<file path="src/rtl/lag_subtractor.sv">
// -----------------------------------------------------------------------------
// lag_subtractor
// Streaming signed lag-difference unit: y[n] = x[n] - x[n-L].
// Removes slow baseline drift from EEG samples ahead of the first conv layer.
//
// Ports:
//   clk        rising-edge clock
//   rst_n      asynchronous active-low reset
//   clear      synchronous flush (pointer, fill, output) and lag latch
//   lag        requested lag, sampled only while clear=1 (clamped to MAX_LAG)
//   in_valid   / in_ready / in_data    input sample handshake, x[n]
//   out_valid  / out_ready / out_data  result handshake, y[n] sign-extended
//   out_warm   result used real history rather than zero fill
// -----------------------------------------------------------------------------
module lag_subtractor #(
  parameter int DATA_W      = 8,
  parameter int OUT_W       = 16,
  parameter int MAX_LAG     = 16,
  parameter int DEFAULT_LAG = 1
) (
  input  logic              clk,
  input  logic              rst_n,
  input  logic              clear,
  input  logic [4:0]        lag,
  input  logic              in_valid,
  output logic              in_ready,
  input  logic [DATA_W-1:0] in_data,
  output logic              out_valid,
  input  logic              out_ready,
  output logic [OUT_W-1:0]  out_data,
  output logic              out_warm
);

  localparam int PTR_W = (MAX_LAG > 1) ? $clog2(MAX_LAG) : 1;
  // Wide enough to hold wptr + MAX_LAG without overflow.
  localparam int SUM_W = PTR_W + 2;

  localparam logic [4:0]       MAX_LAG_L = 5'(MAX_LAG);
  localparam logic [PTR_W-1:0] LAST_PTR  = PTR_W'(MAX_LAG - 1);
  localparam logic [SUM_W-1:0] MAX_LAG_S = SUM_W'(MAX_LAG);

  logic [DATA_W-1:0] hist [MAX_LAG];
  logic [PTR_W-1:0]  wptr;
  logic [4:0]        fill;
  logic [4:0]        lag_r;

  logic              in_xfer;
  logic              warm;
  logic [SUM_W-1:0]  idx_raw;
  logic [SUM_W-1:0]  idx_mod;
  logic [PTR_W-1:0]  rd_idx;
  logic [DATA_W-1:0] sub;
  logic [DATA_W:0]   diff;
  logic [OUT_W-1:0]  diff_ext;
  logic [4:0]        lag_clamped;

  assign in_ready = !clear && (!out_valid || out_ready);
  assign in_xfer  = in_valid && in_ready;

  // Subtrahend index (wptr - lag_r) mod MAX_LAG, formed without going
  // negative. lag_r = MAX_LAG lands on wptr itself, i.e. the oldest entry,
  // which is read before this cycle's write overwrites it.
  always_comb begin
    idx_raw = SUM_W'(wptr) + MAX_LAG_S - SUM_W'(lag_r);
    idx_mod = (idx_raw >= MAX_LAG_S) ? (idx_raw - MAX_LAG_S) : idx_raw;
    rd_idx  = idx_mod[PTR_W-1:0];
  end

  // History older than the fill count is stale (clear does not wipe it),
  // so the subtrahend is forced to zero until enough samples have arrived.
  assign warm = (lag_r != 5'd0) && (fill >= lag_r);
  assign sub  = warm ? hist[rd_idx] : '0;

  // One extra bit makes the difference of two DATA_W signed values exact.
  assign diff     = {in_data[DATA_W-1], in_data} - {sub[DATA_W-1], sub};
  assign diff_ext = {{(OUT_W-DATA_W-1){diff[DATA_W]}}, diff};

  assign lag_clamped = (lag > MAX_LAG_L) ? MAX_LAG_L : lag;

  // History is not reset; the fill counter masks whatever it holds.
  always_ff @(posedge clk) begin
    if (in_xfer) begin
      hist[wptr] <= in_data;
    end
  end

  always_ff @(posedge clk or negedge rst_n) begin
    if (!rst_n) begin
      wptr      <= '0;
      fill      <= '0;
      lag_r     <= 5'(DEFAULT_LAG);
      out_valid <= 1'b0;
      out_data  <= '0;
      out_warm  <= 1'b0;
    end else if (clear) begin
      wptr      <= '0;
      fill      <= '0;
      lag_r     <= lag_clamped;
      out_valid <= 1'b0;
    end else if (in_xfer) begin
      out_valid <= 1'b1;
      out_data  <= diff_ext;
      out_warm  <= warm;
      wptr      <= (wptr == LAST_PTR) ? '0 : (wptr + 1'b1);
      fill      <= (fill == MAX_LAG_L) ? fill : (fill + 5'd1);
    end else if (out_valid && out_ready) begin
      out_valid <= 1'b0;
    end
  end

endmodule

</file>
<file path="config.mk">
export PLATFORM = sky130hd
export DESIGN_NAME = lag_subtractor
export DESIGN_NICKNAME = d
export VERILOG_FILES = /design/src/rtl/lag_subtractor.sv
export SDC_FILE = /design/constraint.sdc
export NUM_CORES = 1
export LEC_CHECK = 0
export ABC_AREA = 1
export CAP_MARGIN = 20
export CORE_ASPECT_RATIO = 0.6
export CORE_UTILIZATION = 30
export CTS_CLUSTER_DIAMETER = 200
export CTS_CLUSTER_SIZE = 12
export DETAILED_ROUTE_END_ITERATION = 7
export PLACE_DENSITY = 0.53
export SYNTH_ARGS = -nofsm -noshare
export SYNTH_HDL_FRONTEND = slang
export SYNTH_SLANG_ARGS = --single-unit
</file>
<file path="constraint.sdc">
create_clock -name clk -period 4.5 [get_ports clk]
set_clock_uncertainty 0.15 [all_clocks]
set_input_delay 0.675 -clock clk [delete_from_list [all_inputs] [get_ports clk]]
set_output_delay 0.675 -clock clk [all_outputs]
set_load 0.02 [all_outputs]
</file>
After elaboration in Yosys (flattened, before gate mapping)
Memory sizes are Yosys's and may differ from the RTL's.
Index checks and enable logic that the tools add are counted.
{"block": "op_classes", "n_shift": 0, "n_addsub": 6, "n_reduce_logical": 12, "n_div": 0, "eq_ne": 3, "order_cmp": 3, "muxes": 14, "mul": 0, "bitwise": 1}
{"cell": "$mux 5", "count": 4}
{"cell": "$mux 4", "count": 4}
{"cell": "$sub 8x8->9", "count": 1}
{"cell": "$mux 8", "count": 1}
{"cell": "$add 4x5->6 const B", "count": 1}
{"cell": "$ge 6x5->1 const B", "count": 1}
{"cell": "$sub 6x5->6", "count": 1}
{"cell": "$add 5x1->5 const B", "count": 1}
{"cell": "$eq 5x5->1 const B", "count": 1}
{"cell": "$ge 5x5->1", "count": 1}
{"cell": "$gt 5x5->1 const B", "count": 1}
{"cell": "$mux 1", "count": 5}
{"cell": "$reduce_bool 5->1", "count": 1}
{"cell": "$add 4x1->4 const B", "count": 1}
{"cell": "$eq 4x4->1 const B", "count": 1}
{"cell": "$logic_and 1x1->1", "count": 4}
{"cell": "$reduce_and 2->1", "count": 2}
{"cell": "$sub 4x1->4 const B", "count": 1}
{"cell": "$reduce_bool 3->1", "count": 1}
{"cell": "$logic_not 1->1", "count": 2}
{"cell": "$ne 2x2->1 const B", "count": 1}
{"cell": "$reduce_bool 2->1", "count": 1}
{"cell": "$logic_or 1x1->1", "count": 1}
{"cell": "$not 1->1", "count": 1}
{"block": "totals", "mem_bits_ro": 0, "n_memories": 1, "reg_bits": 25, "latch_bits": 0, "mem_bits_rw": 128, "out_inout_bits": 19}
{"memory": "hist", "words": 16, "width": 8, "rd": 1, "rd_clocked_by_memory_dff": 0, "write_ports": 1, "line": "42", "rtl": "logic [DATA_W-1:0] hist [MAX_LAG];"}

Depth between registers and ports, before layout
Gate-level depths: netlist of the first run.
An unclocked memory read counts as a cell.
{"block": "depth", "ltp_word": 7, "depth_mapped": 23}

Worst setup path after synthesis of the first run
Ideal clock, no wire load.
{"block": "synth_path", "kind": "register to register", "startpoint": "register wptr[0]", "endpoint": "register out_data[8] (netlist name)", "setup_time_ps": 117, "setup_slack_ps": 1374, "required_ps": 4233, "t_arrival_ps": 2858, "stages_incl_launch_ff": 22, "path_buffers": 2, "cell_sequence": "dfrtp_1 inv_1 ha_1 inv_1 fa_1 buf_2 inv_1 buf_2 nand3_1 nand2_1 nand2_1 a21oi_1 nor2_1 ha_1 inv_1 fa_1 nand2_1 nand2_1 nand3_1 nand3_1 nand3_1 nand2_1"}
{"block": "synth_via", "elab_chain_cells": 7}
{"element": "start: declaration", "line": "43", "rtl": "logic [PTR_W-1:0] wptr;"}
{"element": "start signal: assignment", "line": "104", "rtl": "wptr <= (wptr == LAST_PTR) ? '0 : (wptr + 1'b1);"}
{"element": "$add 4x5->6 *", "line": "64", "rtl": "idx_raw = SUM_W'(wptr) + MAX_LAG_S - SUM_W'(lag_r);"}
{"element": "$sub 6x5->6 *", "line": "64"}
{"element": "$ge 6x5->1 or $sub 4x1->4 (tied branches)", "line": "65", "rtl": "idx_mod = (idx_raw >= MAX_LAG_S) ? (idx_raw - MAX_LAG_S) : idx_raw;"}
{"element": "$mux 4 *", "line": "65"}
{"element": "$mem_v2 16x8 *"}
{"element": "$mux 8 *", "line": "72", "rtl": "assign sub = warm ? hist[rd_idx] : '0;"}
{"element": "$sub 8x8->9 *", "line": "75", "rtl": "assign diff = {in_data[DATA_W-1], in_data} - {sub[DATA_W-1], sub};"}
Every way passes the cells marked *; elsewhere a longest branch is shown, timed or not.
A chain may end at the register's enable or synchronous reset.

Final worst setup path of the first run
{"block": "layout_path", "startpoint": "register wptr[0]", "endpoint": "register out_data[8] (netlist name)"}
{"block": "layout_via", "elab_chain_cells": 7}
{"element": "$add 4x5->6 *", "line": "64"}
{"element": "$sub 6x5->6 *", "line": "64"}
{"element": "$ge 6x5->1 or $sub 4x1->4 (tied branches)", "line": "65"}
{"element": "$mux 4 *", "line": "65"}
{"element": "$mem_v2 16x8 *"}
{"element": "$mux 8 *", "line": "72"}
{"element": "$sub 8x8->9 *", "line": "75"}
Marked as above.

==> results of run 1 <==
## stage by stage
step                      hold WS [ps]   util
after floorplan                    229      -
after global placement             317  0.338
after detailed placement           322  0.338
after CTS                          341  0.362
after global routing               362  0.362
final                              335  0.362
## cell usage after synthesis (2+ instances only)
| library cell | count |
|---|---|
| xnor2_1 | 3 |
| nand2_1 | 298 |
| inv_2 | 2 |
| nand4_1 | 2 |
| buf_4 | 12 |
| xor2_1 | 6 |
| edfxtp_1 | 128 |
| clkbuf_1 | 6 |
| o22ai_1 | 3 |
| fa_1 | 2 |
| buf_2 | 14 |
| a21oi_1 | 8 |
| dfrtp_1 | 24 |
| ha_1 | 22 |
| nor2_1 | 30 |
| o21ai_0 | 10 |
| nand3_1 | 94 |
| inv_1 | 41 |
## how the worst max path moves through the flow
stage	from	endpoint	cells after the start
5_1_grt	wptr[0]	out_data[8]	21
3_5_place_dp	wptr[0]	out_data[8]	21
2_1_floorplan	wptr[0]	out_data[8]	21
6_report	wptr[0]	out_data[8]	21
4_1_cts	wptr[0]	out_data[8]	21
3_3_place_gp	clear	hist[5][4]	7
## routing by layer
metal  vias to the layer above  track usage  share of wire
li1                       2462            -              -
met1                      2324        0.246           0.57
met2                       100        0.187           0.37
met3                        12       0.0379          0.050
met4                         0       0.0429         0.0086
met5                         -            0              0
## final cells by class
| class | instances | area [µm²] |
|---|---|---|
| sequential | 153 | 4470 |
| timing repair buffer | 57 | 518 |
| multi-input combinational | 486 | 2290 |
| clock buffer | 18 | 429 |
| fill | 2295 | 14800 |
| clock inverter | 14 | 116 |
| tap | 315 | 394 |
| inverter | 44 | 168 |
## state kept, by name, indices dropped and copies added (netlist names)
signal	flops
lag_r	5
wptr	4
fill	5
out_warm	1
hist	128
out_data	9
out_valid	1
## logic make-up after synthesis
| kind of cell | after synthesis | synth area share |
|---|---|---|
| xor+xnor | 10 | 0.0149 |
| buf+inv | 77 | 0.0508 |
| simple gates | 429 | 0.246 |
| fa+ha+maj | 24 | 0.0443 |
| flops | 153 | 0.628 |
| compound gates | 23 | 0.0170 |
## power by group through the flow
stage	clock, µW	sequential [µW]	combinational [µW]
final	1330	1620	937
after CTS	1360	1620	936
after detailed placement	0	1650	932
after global placement	0	1650	931
after global routing	1410	1620	1040
after floorplan	0	1680	588
## worst max-delay path, stage by stage (launching register included)
cell	delay, ps
dfrtp_1	410
inv_1	170
ha_2	490
inv_2	350
buf_4	310
nand2_1	80
nand3_1	80
nand2_1	60
nand2_1	60
nand2_1	50
nand2_1	50
nand2_1	50
nor2_1	130
ha_1	150
inv_1	60
fa_1	400
nand2_1	80
nand2_1	100
nand3_1	110
nand3_1	80
nand3_1	90
nand2_1	60
==> reports/qor.yml, run 1 <==
power_and_ir_drop:
  cellLeakagePower_uw: 0.00339
  p_sw_uw: 1260
  switching_share: 0.325
  clockPowerShare: 0.342
  p_total_uw: 3880
  power.internal_uw: 2620
  power_frac_comb: 0.241
  p_per_area_nw_per_um2: 463
  irDropWorstVdd_v: 0.000242
  seq_power_share: 0.416
final_layout:
  final_nets: 801
  n_antenna_cell: 0
  final_area_um2: 8390
  stdcell_count: 1087
  final_common_cell: "nand2_1"
  drive_above_1_share: 0.0777
  layout_common_cells: "nand2_1 (298), edfxtp_1 (128), nand3_1 (94)"
  synthToLayoutAreaGrowth_pct: 17.8
yosys:
  yosysWarningCount: 0
  ys_types: 29
  synthTopCellsByArea: "edfxtp_1 (54%), nand2_1 (16%), dfrtp_1 (8.4%), nand3_1 (6.6%), ha_1 (3.9%)"
  synth_edf_count: 128
  syn_area_um2: 7120
  yosys.area.top_type: "edfxtp_1"
  synthFlopType: "edfxtp_1"
  seq_area_frac_synth: 0.628
  syn-mean-instance-area_um2: 9.95
  netlist_instances: 716
  synth_seq_cells: 153
  async_flop_share: 0.163
  syn-num-nets: 758
  yosysTopAreaCellShare: 0.540
sta:
  post-route-period-util: 0.820
  tightest_slew_ps: 896
  max_freq_mhz: 271
  rsz0062_at_grt: "no"
  period_needed_ps: 3690
  setup_slack_ps: 809
  slew_viol_final: 0
  finalSetupTns_ps: 0
  setup-violations-final: 0
  finalHoldViolations: 0
  slew-limit-headroom: 0.403
critical_path:
  critPathRequiredTime_ps: 4680
  worstPathArrival_ps: 3870
  start_kind: "flop"
  end_kind: "flop"
  regToRegEndpoint: "out_data[8]"
  r2r-start: "wptr[0]"
  reg2reg_depth: 21
  worstSetupPathType: "flop to flop"
  cp_max_fo: 30
  rrSetupSlack_ps: 810
global_routing:
  gr-total-overflow: 0
  antenna_found_initial: 0
  grt_pass1_vias: 4587
  grt_max_degree: 37
  gr-usage-all-layers: 0.151
  grt_pass1_wl_um: 26800
hold_path:
  whs_endpoint: "out_warm"
  min_from: "out_warm"
  min_path_cells: 2
  hold_class: "flop to flop"
clocking:
  htreeDepth: 4
  insertion_delay_ps: 430
  tritoncts: "yes"
  cts_max_path_buffers: 2
  cts_made_buffers: 17
  cts_resized: 0
  cts_setup_buffers: 0
  cts_root_buffer: "clkbuf_16"
  cts.sink_count: 153
  clk_pin_slew_ps: 70
  cts_hold_buffers: 0
floorplan:
  die_w_um: 201
  die-height_um: 121
  start_util: 0.307
  num_rows: 43
  dieArea_um2: 24400
  core_area_um2: 23200
  pin_count: 37
routing:
  routed_wl_um: 17300
  num_vias: 4898
  drtIter0Drc: 442
  routed_via_density: 4.51
  dr.pass1.iters: 5
  wl_per_cell_um: 15.9
  drc: 0
  drt.antenna.violating_nets: 0
job:
  cap_violations: 0
placed_design:
  dpl_cell_area_um2: 7850
  portBuffers: 36
  hpwlAfterDp_um: 12100
  pre_cts_ws_ps: 845
  dp_cells: 1055
  gp_congestion: 0.839
outcome:
  outcome: "finished, final reports clean"
Power figures use the tool's default switching activity.
==> run 2: changes to the inputs <==
--- a/config.mk
+++ b/config.mk
@@ -12,7 +12,7 @@
 export CTS_CLUSTER_DIAMETER = 200
 export CTS_CLUSTER_SIZE = 12
 export DETAILED_ROUTE_END_ITERATION = 7
-export PLACE_DENSITY = 0.53
+export PLACE_DENSITY = 0.54
 export SYNTH_ARGS = -nofsm -noshare
 export SYNTH_HDL_FRONTEND = slang
 export SYNTH_SLANG_ARGS = --single-unit
==> constraint.sdc (replaced) <==
create_clock -name clk -period 3 [get_ports clk]
set_clock_uncertainty 0.15 [all_clocks]
set_input_delay 0.45 -clock clk [delete_from_list [all_inputs] [get_ports clk]]
set_output_delay 0.45 -clock clk [all_outputs]
set_load 0.02 [all_outputs]
==> run 2 against run 1 <==
Net effect: the flow now finishes with violations (setup timing); cell count is 4.8% higher; worst setup slack worse by 990 ps; register-to-register slack lost 990 ps; clock-buffer cell count increased by 2; fmax rose by 16%; utilization rose by 3.1 points; critical path depth down 1; clock power is 58% higher; routed wire length rose by 11%; sequential cell count is the same; die area unchanged; global-route usage up 1.5 points.
==> reports/qor.yml, run 2 (same netlist as run 1, synthesis figures left out) <==
power_and_ir_drop:
  switching_share: 0.316
  clockPowerShare: 0.332
  p_per_area_nw_per_um2: 694
  irDropWorstVdd_v: 0.000431
  seq_power_share: 0.383
  cellLeakagePower_uw: 0.00376
  power.internal_uw: 4330
  p_sw_uw: 2000
  power_frac_comb: 0.285
sta:
  rsz0062_at_grt: "yes"
  slew_viol_final: 0
  finalHoldViolations: 0
  max_freq_mhz: 315
  post-route-period-util: 1.06
  period_needed_ps: 3180
  timing.hold.ws_ps: 257
  tightest_slew_ps: 392
  setup-violations-final: 8
  slew-limit-headroom: 0.739
  setup_slack_ps: -177
floorplan:
  num_rows: 43
  die-height_um: 121
  pin_count: 37
  core_area_um2: 23200
  die_w_um: 201
  start_util: 0.307
  dieArea_um2: 24400
routing:
  drc: 0
  routed_via_density: 4.56
  routed_wl_um: 19300
  dr.pass1.iters: 5
  drt.antenna.violating_nets: 0
  drtIter0Drc: 419
  wl_per_cell_um: 16.9
  num_vias: 5194
placed_design:
  hpwlAfterDp_um: 13100
  portBuffers: 36
  gp_congestion: 0.811
  dp_cells: 1100
  dpl_cell_area_um2: 8280
clocking:
  cts_max_path_buffers: 2
  cts_root_buffer: "clkbuf_16"
  tritoncts: "yes"
  cts_hold_buffers: 0
  clk_pin_slew_ps: 60
  insertion_delay_ps: 430
  cts.sink_count: 153
  htreeDepth: 4
  cts_made_buffers: 17
final_layout:
  synthToLayoutAreaGrowth_pct: 28.0
  layout_common_cells: "nand2_1 (288), edfxtp_1 (128), nand3_1 (76)"
  stdcell_count: 1139
  top_regs: "hist: 128 flops, out_data: 9 flops"
  largest_reg_flops: 128
  drive_above_1_share: 0.187
  largest_register: "hist"
  n_antenna_cell: 0
  final_common_cell: "nand2_1"
  final_area_um2: 9120
  final_nets: 853
critical_path:
  regToRegEndpoint: "out_data[6]"
  worstSetupPathType: "flop to flop"
  start_kind: "flop"
  worstPathArrival_ps: 3340
  r2r-start: "lag_r[0]"
  critPathRequiredTime_ps: 3170
  end_kind: "flop"
  rrSetupSlack_ps: -180
  cp_max_fo: 12
  reg2reg_depth: 20
global_routing:
  grt_pass1_wl_um: 29500
  grt_pass1_vias: 4768
  grt_max_degree: 42
  gr-usage-all-layers: 0.166
  gr-total-overflow: 0
  antenna_found_initial: 0
hold_path:
  hold_class: "primary input to async pin"
job:
  cap_violations: 0
outcome:
  outcome: "finished with violations"
  failed_checks: "setup timing"
==> run 2: changes by cell type in the layout (fill, tap and decap cells not counted), sizes merged <==
cell / previous run / this run
buf: 21 / 71
clkinv: 2 / 8
clkinvlp: 7 / 1
bufinv: 0 / 2
clkbuf: 18 / 20
inv: 49 / 47
==> run 2: cell type report <==
type | instances | area [µm²]
sequential | 153 | 4470
clock buffer | 20 | 437
tap | 315 | 394
clock inverter | 12 | 126
fill | 2254 | 14100
multi-input combinational | 486 | 2520
timing repair inverter | 2 | 12.5
timing repair buffer | 107 | 988
inverter | 44 | 175
==> run 2: how the worst max path moves through the flow <==
| stage | cells after the start | slack [ps] | end | from |
|---|---|---|---|---|
| 2_1_floorplan | 20 | -10 | out_data[8] | lag_r[0] |
| 3_5_place_dp | 20 | -230 | out_data[8] | lag_r[0] |
| 6_report | 20 | -180 | out_data[6] | lag_r[0] |
| 4_1_cts | 21 | -200 | out_data[6] | lag_r[0] |
| 5_1_grt | 20 | -360 | out_data[6] | lag_r[0] |
| 3_3_place_gp | 19 | -220 | out_data[6] | lag_r[0] |
==> run 2: critical path, cell delays in order (launching register included) <==
cell	delay (ps)
dfstp_2	540
ha_4	120
inv_2	30
fa_2	540
buf_12	150
buf_12	150
nand3_1	80
nand2_1	60
nand2_1	80
a21oi_1	180
nor2_2	60
ha_2	170
inv_2	60
fa_2	210
nand2_2	60
nand2_4	80
nand4_1	100
nand2_1	80
nand2_1	60
nand3_2	60
nand2_1	50
==> run 2: metrics by stage <==
step	power [µW]	worst slack (ps)	setup TNS (ps)	utilization
floorplan	3440	-14.1	-14.1	-
global placement	4080	-221	-1210	0.357
detailed placement	4080	-227	-1420	0.357
CTS	6310	-196	-801	0.389
global route	6640	-356	-2070	0.393
finish	6330	-177	-780	0.393
==> run 2: power groups by stage <==
stage	sequential [µW]	clock, µW	combinational, µW
floorplan	2520	0	915
global placement	2470	0	1610
detailed placement	2470	0	1610
CTS	2430	2130	1750
global route	2430	2220	1980
finish	2420	2100	1800
==> run 2: layer usage <==
| layer | up-vias | GRT usage | part of all wire |
|---|---|---|---|
| met3 | 17 | 0.0486 | 0.075 |
| met5 | - | 0 | 0 |
| met4 | 0 | 0.0425 | 0.012 |
| met1 | 2444 | 0.272 | 0.55 |
| met2 | 154 | 0.201 | 0.37 |
| li1 | 2579 | - | - |
==> run 2: repair_timing <==
action,4_1_cts,5_1_grt
pin swaps,3,5
buffers inserted,4,1
cloned,2,0
endpoints found under the setup margin,8,8
resized for setup,26,20
==> run 3: changes to the inputs <==
--- a/config.mk
+++ b/config.mk
@@ -6,13 +6,14 @@
 export NUM_CORES = 1
 export LEC_CHECK = 0
 export ABC_AREA = 1
-export CAP_MARGIN = 20
+export CAP_MARGIN = 10
 export CORE_ASPECT_RATIO = 0.6
 export CORE_UTILIZATION = 30
 export CTS_CLUSTER_DIAMETER = 200
 export CTS_CLUSTER_SIZE = 12
 export DETAILED_ROUTE_END_ITERATION = 7
-export PLACE_DENSITY = 0.54
+export PLACE_DENSITY = 0.53
+export SETUP_SLACK_MARGIN = 0.2
 export SYNTH_ARGS = -nofsm -noshare
 export SYNTH_HDL_FRONTEND = slang
 export SYNTH_SLANG_ARGS = --single-unit
==> constraint.sdc (replaced) <==
create_clock -name clk -period 3.15 [get_ports clk]
set_clock_uncertainty 0.15 [all_clocks]
set_input_delay 0.4725 -clock clk [delete_from_list [all_inputs] [get_ports clk]]
set_output_delay 0.4725 -clock clk [all_outputs]
set_load 0.02 [all_outputs]
==> run 3 against run 2 <==
Net effect: the flow still finishes with violations (setup timing); combinational power decreased by 8%; power decreased by 4.5%; clock power is essentially flat; clock-buffer cell count grew 6; sequential share of layout area hardly changed; hold slack better by 17 ps; cell area hardly changed; critical endpoint unchanged; highest routed layer unchanged.
==> reports/qor.yml, run 3 (same netlist as run 1, synthesis figures left out) <==
outcome:
  outcome: "finished with violations"
  failed_checks: "setup timing"
final_layout:
  multi_input_area_um2: 2510
  largest_register: "hist"
  drive_above_1_share: 0.177
  final_nets: 849
  final_common_cell: "nand2_1"
  layout_common_cells: "nand2_1 (291), edfxtp_1 (128), nand3_1 (81)"
  final_util: 0.393
  largest_reg_flops: 128
  seqCellArea_um2: 4470
  top_regs: "hist: 128 flops, out_data: 9 flops"
  synthToLayoutAreaGrowth_pct: 28.0
  n_antenna_cell: 0
  final_area_um2: 9120
  fill_cells: 2247
critical_path:
  crit_top_cell: "nand2_1"
  end_kind: "flop"
  start_kind: "flop"
  worstSetupPathType: "flop to flop"
  critical-path-max-stage-delay_ps: 660
  worstPathArrival_ps: 3350
  critPathRequiredTime_ps: 3320
  crit_chain: "ha_4 -> inv_2 -> fa_2 -> buf_8 -> nand3_2 -> nand2_1 -> nand2_1 -> a21oi_2 -> nor2_2 -> ha_2 -> inv_2 -> fa_2 -> nand2_2 -> nand2_2 -> nand4_1 -> nand2_1 -> nand2_1 -> nand3_1 -> nand2_1"
  slowest_stage: "fa_2"
  cp_max_fo: 6
floorplan:
  start_util: 0.307
  num_rows: 43
  dieArea_um2: 24400
  die-height_um: 121
  core_area_um2: 23200
  pin_count: 37
  die_w_um: 201
power_and_ir_drop:
  p_per_area_nw_per_um2: 662
  irDropWorstVdd_v: 0.000405
  cellLeakagePower_uw: 0.00376
clocking:
  insertion_delay_ps: 430
  tritoncts: "yes"
  cts.sink_count: 153
  cts_hold_buffers: 0
  htreeDepth: 4
  cts_max_path_buffers: 2
  clk_pin_slew_ps: 70
  cts_root_buffer: "clkbuf_16"
  cts_made_buffers: 17
global_routing:
  grt_max_degree: 45
  gr-usage-all-layers: 0.160
  grt_pass1_vias: 4858
  antenna_found_initial: 0
  gr-total-overflow: 0
  grt_pass1_wl_um: 28900
job:
  cap_violations: 0
placed_design:
  gp_congestion: 0.813
  dpl_cell_area_um2: 8250
  pre_cts_ws_ps: -37.3
  hpwlAfterDp_um: 12900
  portBuffers: 36
routing:
  num_vias: 5219
  drt.antenna.violating_nets: 0
  drtIter0Drc: 460
  wl_per_cell_um: 16.7
  routed_via_density: 4.60
  drc: 0
  routed_wl_um: 18900
  dr.pass1.iters: 5
sta:
  setup-violations-final: 2
  post-route-period-util: 1.01
  slew-limit-headroom: 0.702
  finalHoldViolations: 0
  setup_slack_ps: -32.9
  period_needed_ps: 3180
  tightest_slew_ps: 445
  finalSetupTns_ps: -58.0
  max_freq_mhz: 314
  rsz0062_at_grt: "yes"
  slew_viol_final: 0
hold_path:
  hold_class: "primary input to async pin"
-- run 3: cell count changes in the layout (fill, tap and decap cells not counted), moves of 3 or more --
cell / delta
clkbuf_16: +3
nand2_1: +3
clkinv_4: -3
clkbuf_8: +4
nand3_2: -7
nand3_1: +5
-- run 3: layer usage --
metal  global-route usage  vias up  wire, µm
li1                     -     2559         -
met1                0.265     2512     10600
met2                0.204      134      7090
met3               0.0306       14      1110
met4               0.0406        0       148
met5                    0        -         0
-- run 3: path summary, 6_finish.rpt --
path | startpoint | end | slack [ps] | depth (start not counted)
worst max-delay path | lag_r[0] | out_data[6] | -30 | 19
max in group asynchronous | rst_n | lag_r[0] | 2270 | 2
worst min register to register | out_warm | out_warm | 330 | 2
worst max register to register | lag_r[0] | out_data[6] | -30 | 19
min in group clk | out_warm | out_warm | 330 | 2
worst min-delay path | rst_n | fill[3] | 270 | 2
-- run 3: area by class of cell --
| cell class | instances | share of cell area |
|---|---|---|
| sequential | 153 | 0.490 |
| multi-input combinational | 486 | 0.275 |
| timing repair buffer | 104 | 0.106 |
| clock buffer | 26 | 0.0594 |
| tap | 315 | 0.0432 |
| inverter | 44 | 0.0192 |
| clock inverter | 6 | 0.00631 |
| timing repair inverter | 1 | 0.000686 |
-- run 3: repair_timing --
action,in CTS,in global routing
pin swaps,0,6
setup buffers,1,4
gates resized for setup,11,28
setup endpoints to repair,8,8
gates cloned,0,2
-- run 3: report_power, final --
part           switching, µW  internal (µW)
sequential              48.1           2260
clock                    809           1260
combinational            967            687
total                   1820           4220
-- run 3: stage by stage --
step           hold WS, ps  std cells  power [µW]
3_5_place_dp           322       1096        3830
6_report               274       1135        6040
5_1_grt                313       1135        6330
4_1_cts                275       1129        5950
2_1_floorplan         26.9        716        3270
3_3_place_gp           318       1096        3830
-- run 3: critical path: cells and delay by family (launching register included) --
family | cells | cell delay [ps]
buffers and inverters | 3 | 300
adders and majority gates | 4 | 1150
DFF | 1 | 550
and+or+nand+nor | 11 | 760
AOI/OAI and AO/OA | 1 | 160
